===== src/rtl/ram_port_arbiter.sv =====
// ram_port_arbiter: clears a single-port synchronous RAM after reset, then
// shares its port between two requesters with round-robin arbitration.
// Read data returns on a per-requester strobe three cycles after accept.
//
// Handshake: a command transfers in any cycle where reqN_valid && reqN_ready.
// reqN_ready is combinational from the valids and never depends on a
// transfer happening. A requester keeps its command stable while valid is
// high and not yet accepted. Readies stay low during the clear sweep.
module ram_port_arbiter #(
    parameter int ADDR_W = 3,
    parameter int DATA_W = 8
) (
    input  logic              clk,
    input  logic              rst,
    input  logic              req0_valid,
    output logic              req0_ready,
    input  logic              req0_we,
    input  logic [ADDR_W-1:0] req0_addr,
    input  logic [DATA_W-1:0] req0_wdata,
    output logic              rsp0_valid,
    input  logic              req1_valid,
    output logic              req1_ready,
    input  logic              req1_we,
    input  logic [ADDR_W-1:0] req1_addr,
    input  logic [DATA_W-1:0] req1_wdata,
    output logic              rsp1_valid,
    output logic [DATA_W-1:0] rsp_rdata,
    output logic              ram_we,
    output logic [ADDR_W-1:0] ram_addr,
    output logic [DATA_W-1:0] ram_din,
    input  logic [DATA_W-1:0] ram_dout,
    output logic              init_done
);

    typedef enum logic {
        ST_INIT = 1'b0,
        ST_RUN  = 1'b1
    } state_t;

    state_t              state_q, state_d;
    logic [ADDR_W-1:0]   init_cnt_q, init_cnt_d;
    logic                init_done_q, init_done_d;
    logic                last_grant_q, last_grant_d;
    logic                ram_we_q, ram_we_d;
    logic [ADDR_W-1:0]   ram_addr_q, ram_addr_d;
    logic [DATA_W-1:0]   ram_din_q, ram_din_d;
    // Read tracking: stage 1 = command registered toward the RAM,
    // stage 2 = RAM has sampled the address, data on ram_dout.
    logic                p1_vld_q, p1_vld_d;
    logic                p1_id_q, p1_id_d;
    logic                p2_vld_q, p2_vld_d;
    logic                p2_id_q, p2_id_d;
    logic                rsp0_q, rsp0_d;
    logic                rsp1_q, rsp1_d;
    logic [DATA_W-1:0]   rsp_rdata_q, rsp_rdata_d;

    logic                grant0;
    logic                grant1;
    logic                hs;
    logic                sel_we;
    logic [ADDR_W-1:0]   sel_addr;
    logic [DATA_W-1:0]   sel_wdata;

    // State register and all datapath flops, synchronous reset.
    always_ff @(posedge clk) begin
        if (rst) begin
            state_q      <= ST_INIT;
            init_cnt_q   <= '0;
            init_done_q  <= 1'b0;
            last_grant_q <= 1'b1;
            ram_we_q     <= 1'b0;
            ram_addr_q   <= '0;
            ram_din_q    <= '0;
            p1_vld_q     <= 1'b0;
            p1_id_q      <= 1'b0;
            p2_vld_q     <= 1'b0;
            p2_id_q      <= 1'b0;
            rsp0_q       <= 1'b0;
            rsp1_q       <= 1'b0;
            rsp_rdata_q  <= '0;
        end else begin
            state_q      <= state_d;
            init_cnt_q   <= init_cnt_d;
            init_done_q  <= init_done_d;
            last_grant_q <= last_grant_d;
            ram_we_q     <= ram_we_d;
            ram_addr_q   <= ram_addr_d;
            ram_din_q    <= ram_din_d;
            p1_vld_q     <= p1_vld_d;
            p1_id_q      <= p1_id_d;
            p2_vld_q     <= p2_vld_d;
            p2_id_q      <= p2_id_d;
            rsp0_q       <= rsp0_d;
            rsp1_q       <= rsp1_d;
            rsp_rdata_q  <= rsp_rdata_d;
        end
    end

    // Next state: sweep every address once, then run forever.
    always_comb begin
        state_d     = state_q;
        init_cnt_d  = init_cnt_q;
        init_done_d = init_done_q;
        if (state_q == ST_INIT) begin
            init_cnt_d = init_cnt_q + 1'b1;
            if (init_cnt_q == '1) begin
                state_d     = ST_RUN;
                init_done_d = 1'b1;
            end
        end
    end

    // Output decode: round-robin grant; on a tie the requester that did
    // not win last time is served, so continuous contention alternates.
    always_comb begin
        grant0 = 1'b0;
        grant1 = 1'b0;
        if (state_q == ST_RUN) begin
            if (req0_valid && req1_valid) begin
                if (last_grant_q) grant0 = 1'b1;
                else              grant1 = 1'b1;
            end else if (req0_valid) begin
                grant0 = 1'b1;
            end else if (req1_valid) begin
                grant1 = 1'b1;
            end
        end
    end

    assign hs        = grant0 | grant1;
    assign sel_we    = grant1 ? req1_we    : req0_we;
    assign sel_addr  = grant1 ? req1_addr  : req0_addr;
    assign sel_wdata = grant1 ? req1_wdata : req0_wdata;

    // Datapath: RAM command register, grant history and read pipeline.
    always_comb begin
        ram_we_d     = 1'b0;
        ram_addr_d   = ram_addr_q;
        ram_din_d    = ram_din_q;
        last_grant_d = last_grant_q;
        if (state_q == ST_INIT) begin
            ram_we_d   = 1'b1;
            ram_addr_d = init_cnt_q;
            ram_din_d  = '0;
        end else if (hs) begin
            ram_we_d     = sel_we;
            ram_addr_d   = sel_addr;
            ram_din_d    = sel_wdata;
            last_grant_d = grant1;
        end
        p1_vld_d    = hs & ~sel_we;
        p1_id_d     = grant1;
        p2_vld_d    = p1_vld_q;
        p2_id_d     = p1_id_q;
        rsp0_d      = p2_vld_q & ~p2_id_q;
        rsp1_d      = p2_vld_q & p2_id_q;
        rsp_rdata_d = p2_vld_q ? ram_dout : rsp_rdata_q;
    end

    assign req0_ready = grant0;
    assign req1_ready = grant1;
    assign rsp0_valid = rsp0_q;
    assign rsp1_valid = rsp1_q;
    assign rsp_rdata  = rsp_rdata_q;
    assign ram_we     = ram_we_q;
    assign ram_addr   = ram_addr_q;
    assign ram_din    = ram_din_q;
    assign init_done  = init_done_q;

endmodule


===== config.mk =====
export PLATFORM = sky130hd
export DESIGN_NAME = ram_port_arbiter
export DESIGN_NICKNAME = d
export VERILOG_FILES = /design/src/rtl/ram_port_arbiter.sv
export SDC_FILE = /design/constraint.sdc
export NUM_CORES = 1
export LEC_CHECK = 0
export BUFFER_PORTS_ARGS = -buffer_cell sky130_fd_sc_hd__buf_2
export CORE_ASPECT_RATIO = 0.7
export CORE_MARGIN = 3
export CORE_UTILIZATION = 45
export DETAILED_ROUTE_END_ITERATION = 10
export PLACE_DENSITY = 0.8
export SYNTH_ARGS = -nofsm -noshare
export SYNTH_HDL_FRONTEND = slang
export SYNTH_SLANG_ARGS = --single-unit

===== constraint.sdc =====
create_clock -name clk -period 1.75 [get_ports clk]
set_clock_uncertainty 0.15 [all_clocks]
set_input_delay 0.175 -clock clk [delete_from_list [all_inputs] [get_ports clk]]
set_output_delay 0.175 -clock clk [all_outputs]
set_load 0.02 [all_outputs]

==> impl_metrics.csv, run 1 <==
group,metric,value,unit
outcome,run_status,"completed",
global_route,global_route.peak_usage_layer,"met2",
detailed_routing,detail-route-antenna-nets,0,
die,row_cnt,15,
global_route,grt_pass1_vias,1195,
die,dieArea,3490,um2
placement,routability_congestion_estimate_from_global_placement,0.779,
clocking,tritoncts_clock_tree,"yes",
clocking,number_of_cts_inserted_buffers,5,
flow_run,cap_viol_max_count,0,
worst_setup_path,timing_worst_setup_path_type,"flip-flop to output pin",
synth,gate_count_post_synth,124,
global_route,antenna_found_initial,0,
worst_setup_path,path_max_fanout,13,
detailed_routing,drt-wirelength-per-cell,14.7,um
clocking,cts.repair_timing.setup_buffer_count,0,
synth,synthesized_netlist_net_count,162,
detailed_routing,drt-initial-drc-count,56,
final_layout,final_common_cell,"sky130_fd_sc_hd__buf_2",
die,floorplan.initialDensity,49.2,%
power,design_power_total,1360,uW
detailed_routing,vias,1147,
worst_setup_path,ff_to_ff_start,"last_grant_q",
synth,yosys.cell_types.count,29,
synth,synth_enable_flop_cells,0,
worst_setup_path,regToRegEndpoint,"ram_we",
global_route,global_route.usage.met3,9.60,%
clocking,ctsHtreeMaxLevel,2,
timing,rsz0062_at_grt,"no",
timing,fin_setup_tns,0,ns
timing,timing_worst_slew_pin_value,0.513,ns
timing,finalHoldViolCount,0,
global_route,gr-usage-met1,21.5,%
die,boundaryPins,61,
power,power.density,794,nW/um2
worst_hold_path,startpoint_of_the_most_critical_hold_path,"ram_dout[2]",
clocking,worst_skew_pair_later_pin_latency,0.28,ns
final_layout,most-common-layout-cells,"sky130_fd_sc_hd__buf_2, sky130_fd_sc_hd__dfxtp_1, sky130_fd_sc_hd__nor2_1",
worst_setup_path,timing.critical_path.cells,"nand2_1 > and3_1 > buf_4 > buf_2",
final_layout,drive_above_1_share,37.7,%
clocking,cts_num_sinks,32,
global_route,gr-usage-all-layers,20.6,%
timing,finalMaxSlewViolations,0,
final_layout,fill_cells,182,
synth,dominantRegCellSynth,"sky130_fd_sc_hd__dfxtp_1",
worst_setup_path,worst_r2r_path_depth,5,
timing,final_min_period_over_clock_period,92.0,%
timing,max_freq,621,MHz
synth,postSynthAreaPerCell,10.2,um2
placement,hpwlAfterDp,2350,um
worst_setup_path,critical_path_buf_inv_count,2,
final_layout,nets,231,
global_route,maximum_number_of_pins_on_one_net_before_global_route_repair,27,
detailed_routing,drt-vias-per-instance,5.10,
final_layout,flow.area_growth_from_synthesis,35.7,%
synth,synth.ff_latch_count,32,
worst_hold_path,hold_path_class,"input port to flip-flop",
worst_setup_path,crit_path_max_incr_delay,0.36,ns
timing,worst_slew_margin_rel,65.7,%
worst_setup_path,timing.critical_path.slowest_stage_cell,"sky130_fd_sc_hd__dfxtp_1",
placement,io_buffer_count,60,
clocking,clk_path_buf_depth,2,
synth,ys_async_sr_fraction,0,%
clocking,ctsRootBufferMaster,"sky130_fd_sc_hd__clkbuf_8",
power,power.leakage,0.000770,uW
worst_setup_path,critical_path_at,1.28,ns
final_layout,ff_latch_area,642,um2
power,ir_drop_worst_case_vdd,0.413,mV
worst_setup_path,critPathCaptureType,"output pin",
timing,fin_crit,1.61,ns
worst_setup_path,worst_setup_path_start_kind,"flip-flop",
worst_setup_path,crit_required,1.42,ns
detailed_routing,drt_pass1_iterations,4,
die,floorplan.die.width,69.4,um
die,core_region_area,2570,um2
clocking,clkSlewWorstSetupHoldPaths,0.06,ns
synth,yosys_warnings,0,
global_route,global_route_wire_length_before_repair,5500,um
worst_hold_path,hold_path_depth,3,
detailed_routing,totalWireLength,3300,um
timing,setup_viol,0,
final_layout,multiInputGateArea,567,um2
worst_setup_path,worst_path_dominant_cell_family,"buffers and inverters",
die,die_y,50.4,um
global_route,overflow,0,
synth,cell_area_synth,1260,um2
synth,synth.yosys.seq_area_share,50.6,%
final_layout,insertedDiodeCount,0,
worst_hold_path,min_delay_worst_endpoint,"rsp_rdata[2]",
detailed_routing,detail_route.drc_violations,0,
worst_setup_path,reg2reg_setup_slack,0.27,ns
global_route,met2_track_usage_gr,35.0,%
## area by class of cell
| type | instances | share of cell area (%) |
|---|---|---|
| multi-input cells | 83 | 33.0 |
| inverters | 1 | 0.219 |
| flip-flops and latches | 32 | 37.4 |
| clock buffers | 5 | 4.01 |
| well taps | 34 | 2.48 |
| repair buffers | 70 | 22.9 |
## worst register-to-register path, delay by kind of cell (launching register included)
family | cells | cell delay [ns]
mux | 1 | 0.27
flops | 1 | 0.33
compound gates | 1 | 0.13
simple gates | 2 | 0.23
buf+inv | 1 | 0.23
## through the flow
stage | hold slack, ns | instance area [um2] | cells | worst slack [ns] | util (%)
floorplan | 0.0966 | 1260 | 124 | 0.353 | -
global placement | 0.246 | 1580 | 213 | 0.357 | 61.3
detailed placement | 0.261 | 1580 | 213 | 0.242 | 61.3
CTS | 0.00926 | 1720 | 225 | 0.0817 | 66.7
global route | 0.0208 | 1720 | 225 | 0.0596 | 66.8
finish | 0.0172 | 1720 | 225 | 0.140 | 66.8
## flip-flops by register name, indices dropped and copies added, names as in the netlist
register and cells:
init_done 1, ram_we 1, ram_din 8, p1_vld_q 1
p2_id_q 1, p2_vld_q 1, init_cnt_q 3, p1_id_q 1
last_grant_q 1, state_q 1, rsp1_valid 1, ram_addr 3
rsp0_valid 1, rsp_rdata 8
## worst max path at each step
stage                 startpoint          to  depth (start not counted)
finish              last_grant_q  req1_ready                          4
floorplan           last_grant_q  ram_din[2]                          6
global placement         state_q      ram_we                          4
CTS                      state_q  req1_ready                          3
global route        last_grant_q  req1_ready                          4
detailed placement       state_q      ram_we                          4
## synth_stat cells (2+ instances only)
cell | n | area share, %
sky130_fd_sc_hd__a211oi_1 | 8 | 4.7
sky130_fd_sc_hd__a21oi_1 | 4 | 1.6
sky130_fd_sc_hd__and3_1 | 2 | 0.99
sky130_fd_sc_hd__and3b_1 | 2 | 1.4
sky130_fd_sc_hd__buf_2 | 3 | 1.2
sky130_fd_sc_hd__clkbuf_1 | 2 | 0.59
sky130_fd_sc_hd__dfxtp_1 | 32 | 51
sky130_fd_sc_hd__ha_1 | 2 | 2.0
sky130_fd_sc_hd__mux2i_1 | 21 | 17
sky130_fd_sc_hd__nor2_1 | 26 | 7.7
sky130_fd_sc_hd__nor2b_1 | 3 | 1.5
sky130_fd_sc_hd__o32ai_1 | 2 | 1.4
## kinds of logic after synthesis
group / Yosys count / synth area share (%)
xor+xnor: 1 / 0.693
buf+inv: 9 / 4.55
fa+ha+maj: 2 / 1.98
mux: 21 / 16.6
compound gates: 18 / 10.1
flops: 32 / 50.6
simple gates: 41 / 15.4
## metal layers
layer  share of wire, %  wire (um)
met4                2.0         67
met1                 40       1330
met2                 52       1730
met5                  0          0
met3                5.4        177
## where the power goes
| part | internal [uW] | switching [uW] | total [uW] |
|---|---|---|---|
| Clock | 255 | 237 | 493 |
| Combinational | 62.4 | 56.2 | 119 |
| Sequential | 742 | 9.75 | 752 |
## timing repair
item | CTS | global route
setup endpoints to repair | 0 | 1
endpoints found under the hold margin | 7 | 0
hold buffers | 7 | 0
gates resized for setup | 0 | 1
(Power assumes the default switching activity.)
==> inputs of run 2 (changes only) <==
--- a/config.mk
+++ b/config.mk
@@ -11,6 +11,7 @@
 export CORE_UTILIZATION = 45
 export DETAILED_ROUTE_END_ITERATION = 10
 export PLACE_DENSITY = 0.8
+export REMOVE_ABC_BUFFERS = 1
 export SYNTH_ARGS = -nofsm -noshare
 export SYNTH_HDL_FRONTEND = slang
 export SYNTH_SLANG_ARGS = --single-unit
==> run 2 against run 1 <==
Compared with the run above:
- combinational power about the same
- non-clock buffer count increased by 1
- power grew 14%
- critical path depth stayed put
- register-to-register slack about the same
- sequential power is essentially flat
- cell count increased by 1.8%
- largest power group unchanged
==> impl_metrics.csv, run 2 (same netlist as run 1, synthesis figures left out) <==
group,metric,value,unit
detailed_routing,wl_met3,245,um
die,die_y,50.4,um
timing,layout_setup_ws,0.126,ns
timing,timing_worst_slew_pin_value,0.487,ns
detailed_routing,drt-wirelength-per-cell,13.7,um
die,core_region_area,2570,um2
worst_setup_path,critical_path_at,1.30,ns
power,part_of_the_total_power_dissipated_in_sequential_elements,48.3,%
outcome,run_status,"completed",
worst_setup_path,timing.critical_path.cells,"nand2_1 > and3_1 > buf_4 > buf_2",
timing,final_min_period_over_clock_period,92.8,%
final_layout,flow.area_growth_from_synthesis,39.6,%
worst_hold_path,hold_path_class,"input port to flip-flop",
power,ir_drop_worst_case_vdd,0.506,mV
clocking,worst_skew_pair_later_pin_latency,0.28,ns
clocking,cts_num_sinks,32,
timing,worst_slew_margin_rel,67.5,%
timing,finalHoldViolCount,0,
global_route,global_route_wire_length_before_repair,5300,um
clocking,tritoncts_clock_tree,"yes",
timing,setup_viol,0,
power,share_clk_of_total_power,44.1,%
detailed_routing,totalWireLength,3140,um
final_layout,nets,232,
power,combPwrFrac,7.7,%
final_layout,final_common_cell,"sky130_fd_sc_hd__buf_2",
worst_setup_path,ff_to_ff_start,"last_grant_q",
placement,hpwlAfterDp,2230,um
final_layout,multiInputGateArea,567,um2
timing,finalMaxSlewViolations,0,
power,sw_power,330,uW
worst_setup_path,worst_setup_path_startpoint,"last_grant_q",
die,floorplan.initialDensity,49.2,%
die,boundaryPins,61,
detailed_routing,detail_route.drc_violations,0,
placement,place_ws,0.256,ns
clocking,ctsHtreeMaxLevel,2,
final_layout,ff_latch_area,642,um2
worst_setup_path,timing.critical_path.slowest_stage_cell,"sky130_fd_sc_hd__dfxtp_1",
clocking,number_of_cts_inserted_buffers,5,
die,floorplan.die.width,69.4,um
power,power.density,882,nW/um2
timing,rsz0062_at_grt,"no",
global_route,gr-usage-all-layers,19.4,%
flow_run,cap_viol_max_count,0,
worst_setup_path,worst_path_dominant_cell_family,"buffers and inverters",
detailed_routing,vias,1190,
worst_hold_path,startpoint_of_the_most_critical_hold_path,"req1_addr[0]",
timing,max_freq,616,MHz
detailed_routing,detail-route-antenna-nets,0,
die,row_cnt,15,
detailed_routing,routed_metal_1_wirelength,1270,um
worst_setup_path,timing_worst_setup_path_type,"flip-flop to output pin",
placement,io_buffer_count,60,
timing,fin_setup_tns,0,ns
global_route,grt_pass1_vias,1224,
detailed_routing,drt-vias-per-instance,5.20,
timing,fin_crit,1.62,ns
clocking,cts.repair_timing.setup_buffer_count,0,
final_layout,drive_above_1_share,37.9,%
detailed_routing,drt-initial-drc-count,40,
worst_setup_path,path_max_fanout,13,
power,pint,1230,uW
detailed_routing,wl_met2,1580,um
global_route,overflow,0,
placement,routability_congestion_estimate_from_global_placement,0.801,
detailed_routing,routed.top_layer,"met4",
final_layout,fill_cells,211,
worst_setup_path,crit_required,1.42,ns
timing,hold_ws,0.0383,ns
worst_setup_path,crit_path_max_incr_delay,0.37,ns
global_route,antenna_found_initial,0,
final_layout,insertedDiodeCount,0,
detailed_routing,drt_pass1_iterations,4,
worst_setup_path,critPathCaptureType,"output pin",
clocking,ctsRootBufferMaster,"sky130_fd_sc_hd__clkbuf_8",
final_layout,most-common-layout-cells,"sky130_fd_sc_hd__buf_2, sky130_fd_sc_hd__dfxtp_1, sky130_fd_sc_hd__nor2_1",
worst_setup_path,critical_path_buf_inv_count,2,
worst_setup_path,worst_setup_path_start_kind,"flip-flop",
power,netSwitchingFraction,21.2,%
global_route,maximum_number_of_pins_on_one_net_before_global_route_repair,27,
die,dieArea,3490,um2
clocking,clk_path_buf_depth,2,
clocking,clkSlewWorstSetupHoldPaths,0.06,ns
power,power.leakage,0.000794,uW
==> run 2: cell count changes in the layout (fill, tap and decap cells not counted) <==
cell,before,now
sky130_fd_sc_hd__clkbuf_1,0,1
sky130_fd_sc_hd__clkinv_2,0,1
sky130_fd_sc_hd__bufinv_16,0,1
sky130_fd_sc_hd__dlygate4sd3_1,7,8
==> run 2: timing repair <==
| action | CTS | global route |
|---|---|---|
| hold buffers | 8 | 0 |
| setup endpoints to repair | 0 | 1 |
| resized for setup | 0 | 1 |
| endpoints found under the hold margin | 8 | 0 |
==> run 2: layout make-up <==
cell class | count | share of cell area, %
flip-flops and latches | 32 | 36.4
multi-input cells | 83 | 32.1
repair buffers | 71 | 22.8
clock buffers | 6 | 4.11
well taps | 34 | 2.41
clock inverters | 2 | 1.98
inverters | 1 | 0.213
==> run 2: per-layer routing <==
layer  up-vias  global-route usage (%)
met5         -                       0
met1       564                    20.4
met4         0                    6.82
met3         8                    7.40
li1        573                       -
met2        45                    35.6
==> run 2: power groups by stage <==
stage	Sequential [uW]	Clock (uW)	Combinational, uW
after CTS	752	699	120
after detailed placement	768	0	104
after global placement	767	0	99.4
final	752	686	119
after floorplan	773	0	34.2
after global routing	753	732	132
==> run 2: final timing paths <==
| kind | end | slack, ns | cells after the start |
|---|---|---|---|
| worst min register to register | rsp0_valid | 0.26 | 1 |
| worst min-delay path | ram_addr[0] | 0.04 | 3 |
| worst max register to register | ram_we | 0.28 | 5 |
| worst max-delay path | req1_ready | 0.13 | 4 |
==> run 2: worst reg2reg max path, cell delays in order, from the launching register on <==
cell and delay [ns]:
sky130_fd_sc_hd__dfxtp_1 0.34, sky130_fd_sc_hd__nand2_1 0.08, sky130_fd_sc_hd__and3_1 0.16, sky130_fd_sc_hd__buf_4 0.23, sky130_fd_sc_hd__mux2i_1 0.27, sky130_fd_sc_hd__o22ai_1 0.11
==> run 2: per-stage QoR <==
| stage | cell area (um2) | util, % | cells | power, uW |
|---|---|---|---|---|
| floorplan | 1210 | - | 116 | 808 |
| global route | 1770 | 68.7 | 229 | 1620 |
| finish | 1770 | 68.7 | 229 | 1560 |
| global placement | 1580 | 61.3 | 213 | 866 |
| CTS | 1760 | 68.6 | 229 | 1570 |
| detailed placement | 1580 | 61.3 | 213 | 872 |
==> inputs of run 3 (changes only) <==
--- a/config.mk
+++ b/config.mk
@@ -10,7 +10,7 @@
 export CORE_MARGIN = 3
 export CORE_UTILIZATION = 45
 export DETAILED_ROUTE_END_ITERATION = 10
-export PLACE_DENSITY = 0.8
+export PLACE_DENSITY = 0.78
 export REMOVE_ABC_BUFFERS = 1
 export SYNTH_ARGS = -nofsm -noshare
 export SYNTH_HDL_FRONTEND = slang
==> run 3 against run 2 <==
Compared with the run above:
- the run now ends with hold timing left
- global-route usage fell by 1.0 points
- maximum frequency rose by 1.9%
- cell count down 1.3%
- largest power group unchanged
==> impl_metrics.csv, run 3 (same netlist as run 1, synthesis figures left out) <==
group,metric,value,unit
global_route,global_route_wire_length_before_repair,4930,um
worst_hold_path,hold_path_class,"input port to flip-flop",
clocking,clkSlewWorstSetupHoldPaths,0.07,ns
detailed_routing,drt_pass1_iterations,4,
global_route,antenna_found_initial,0,
timing,fin_setup_tns,0,ns
worst_setup_path,timing.critical_path.slowest_stage_cell,"sky130_fd_sc_hd__dfxtp_1",
worst_setup_path,crit_path_max_incr_delay,0.36,ns
final_layout,ff_latch_area,642,um2
final_layout,flow.area_growth_from_synthesis,37.9,%
die,core_region_area,2570,um2
timing,fin_crit,1.59,ns
timing,worst_slew_margin_rel,67.1,%
final_layout,multiInputGateArea,572,um2
detailed_routing,drt-initial-drc-count,20,
detailed_routing,vias,1150,
global_route,overflow,0,
clocking,cts_num_sinks,32,
placement,placement.cell_area,1580,um2
clocking,clk_path_buf_depth,2,
final_layout,fin_util,67.8,%
detailed_routing,drt-wirelength-per-cell,13.3,um
timing,max_freq,627,MHz
final_layout,most-common-layout-cells,"sky130_fd_sc_hd__buf_2, sky130_fd_sc_hd__dfxtp_1, sky130_fd_sc_hd__nor2_1",
timing,setup_viol,0,
flow_run,cap_viol_max_count,0,
clocking,number_of_cts_inserted_buffers,5,
die,floorplan.initialDensity,49.2,%
final_layout,final_common_cell,"sky130_fd_sc_hd__buf_2",
placement,io_buffer_count,60,
timing,rsz0062_at_grt,"no",
final_layout,stdcell_area,1740,um2
outcome,violated_checks,"hold timing",
clocking,tritoncts_clock_tree,"yes",
die,row_cnt,15,
worst_setup_path,critical_path_at,1.27,ns
global_route,grt_pass1_vias,1123,
final_layout,fill_cells,186,
die,floorplan.die.width,69.4,um
timing,hold_ws,-0.00673,ns
outcome,run_status,"finished with violations",
timing,final_min_period_over_clock_period,91.1,%
detailed_routing,totalWireLength,3000,um
worst_setup_path,worst_setup_path_start_kind,"flip-flop",
power,power.density,896,nW/um2
die,dieArea,3490,um2
global_route,gr-usage-all-layers,18.3,%
die,boundaryPins,61,
clocking,worst_skew_pair_later_pin_latency,0.28,ns
worst_setup_path,crit_required,1.42,ns
power,ir_drop_worst_case_vdd,0.604,mV
final_layout,nets,229,
detailed_routing,drt-vias-per-instance,5.09,
clocking,ctsHtreeMaxLevel,2,
clocking,cts.repair_timing.setup_buffer_count,0,
global_route,maximum_number_of_pins_on_one_net_before_global_route_repair,27,
worst_setup_path,timing_worst_setup_path_type,"flip-flop to output pin",
timing,timing_worst_slew_pin_value,0.492,ns
timing,finalHoldViolCount,2,
placement,hpwlAfterDp,2220,um
clocking,ctsRootBufferMaster,"sky130_fd_sc_hd__clkbuf_8",
worst_setup_path,critPathCaptureType,"output pin",
final_layout,insertedDiodeCount,0,
detailed_routing,detail-route-antenna-nets,0,
die,die_y,50.4,um
worst_setup_path,timing.critical_path.cells,"nand2_1 > and3_1 > buf_4 > buf_2",
final_layout,drive_above_1_share,39.1,%
placement,routability_congestion_estimate_from_global_placement,0.778,
detailed_routing,detail_route.drc_violations,0,
timing,finalMaxSlewViolations,0,
power,power.leakage,0.000781,uW
worst_setup_path,path_max_fanout,9,
==> run 3: cell types whose count changed in the layout (fill, tap and decap cells not counted), sizes merged <==
cell,previous run,this run
clkbuf,6,5
dlygate4sd3,8,5
clkinvlp,0,1
==> run 3: where the power goes <==
group | internal (uW) | switching, uW | total [uW]
logic | 60.0 | 55.5 | 115
registers | 742 | 9.24 | 751
clock network | 421 | 276 | 696
total | 1220 | 340 | 1560
==> run 3: per-stage QoR <==
stage / setup slack, ns / hold slack, ns / instances / total power, uW
after floorplan: -0.145 / 0.0966 / 116 / 808
after global placement: 0.293 / 0.248 / 213 / 866
after detailed placement: 0.0839 / 0.255 / 213 / 872
after CTS: 0.0724 / 0.00323 / 226 / 1570
after global routing: 0.0714 / 0.0242 / 226 / 1610
final: 0.156 / -0.00673 / 226 / 1560
==> run 3: final timing paths <==
path | start | end | slack (ns) | depth (start not counted)
setup / recovery | last_grant_q | req1_ready | 0.16 | 4
hold / removal | ram_dout[5] | rsp_rdata[5] | -0.007 | 3
setup reg to reg | last_grant_q | ram_din[7] | 0.28 | 5
hold reg to reg | p2_id_q | rsp0_valid | 0.27 | 1
==> run 3: final cells by class <==
| cell class | instances | area share [%] |
|---|---|---|
| repair buffers | 68 | 21.4 |
| flip-flops and latches | 32 | 36.8 |
| inverters | 1 | 0.215 |
| well taps | 34 | 2.44 |
| multi-input cells | 83 | 32.8 |
| clock inverters | 3 | 2.44 |
| clock buffers | 5 | 3.95 |
==> run 3: what timing repair did <==
item	in CTS	in global routing
setup endpoints to repair	0	9
resized for setup	0	2
hold endpoints to repair	5	0
hold buffers	5	0
==> run 3: metal layers <==
metal  track usage (%)  wire length, um  vias up
met1              19.4             1200      535
met2              32.6             1540       40
li1                  -                -      569
met5                 0                0        -
met3              7.40              223        6
met4              7.79               36        0
==> run 3: critical path: cells and delay by family, from the launching register on <==
| family | cells | cell delay (ns) |
|---|---|---|
| simple gates | 2 | 0.28 |
| flops | 1 | 0.36 |
| buf+inv | 2 | 0.36 |
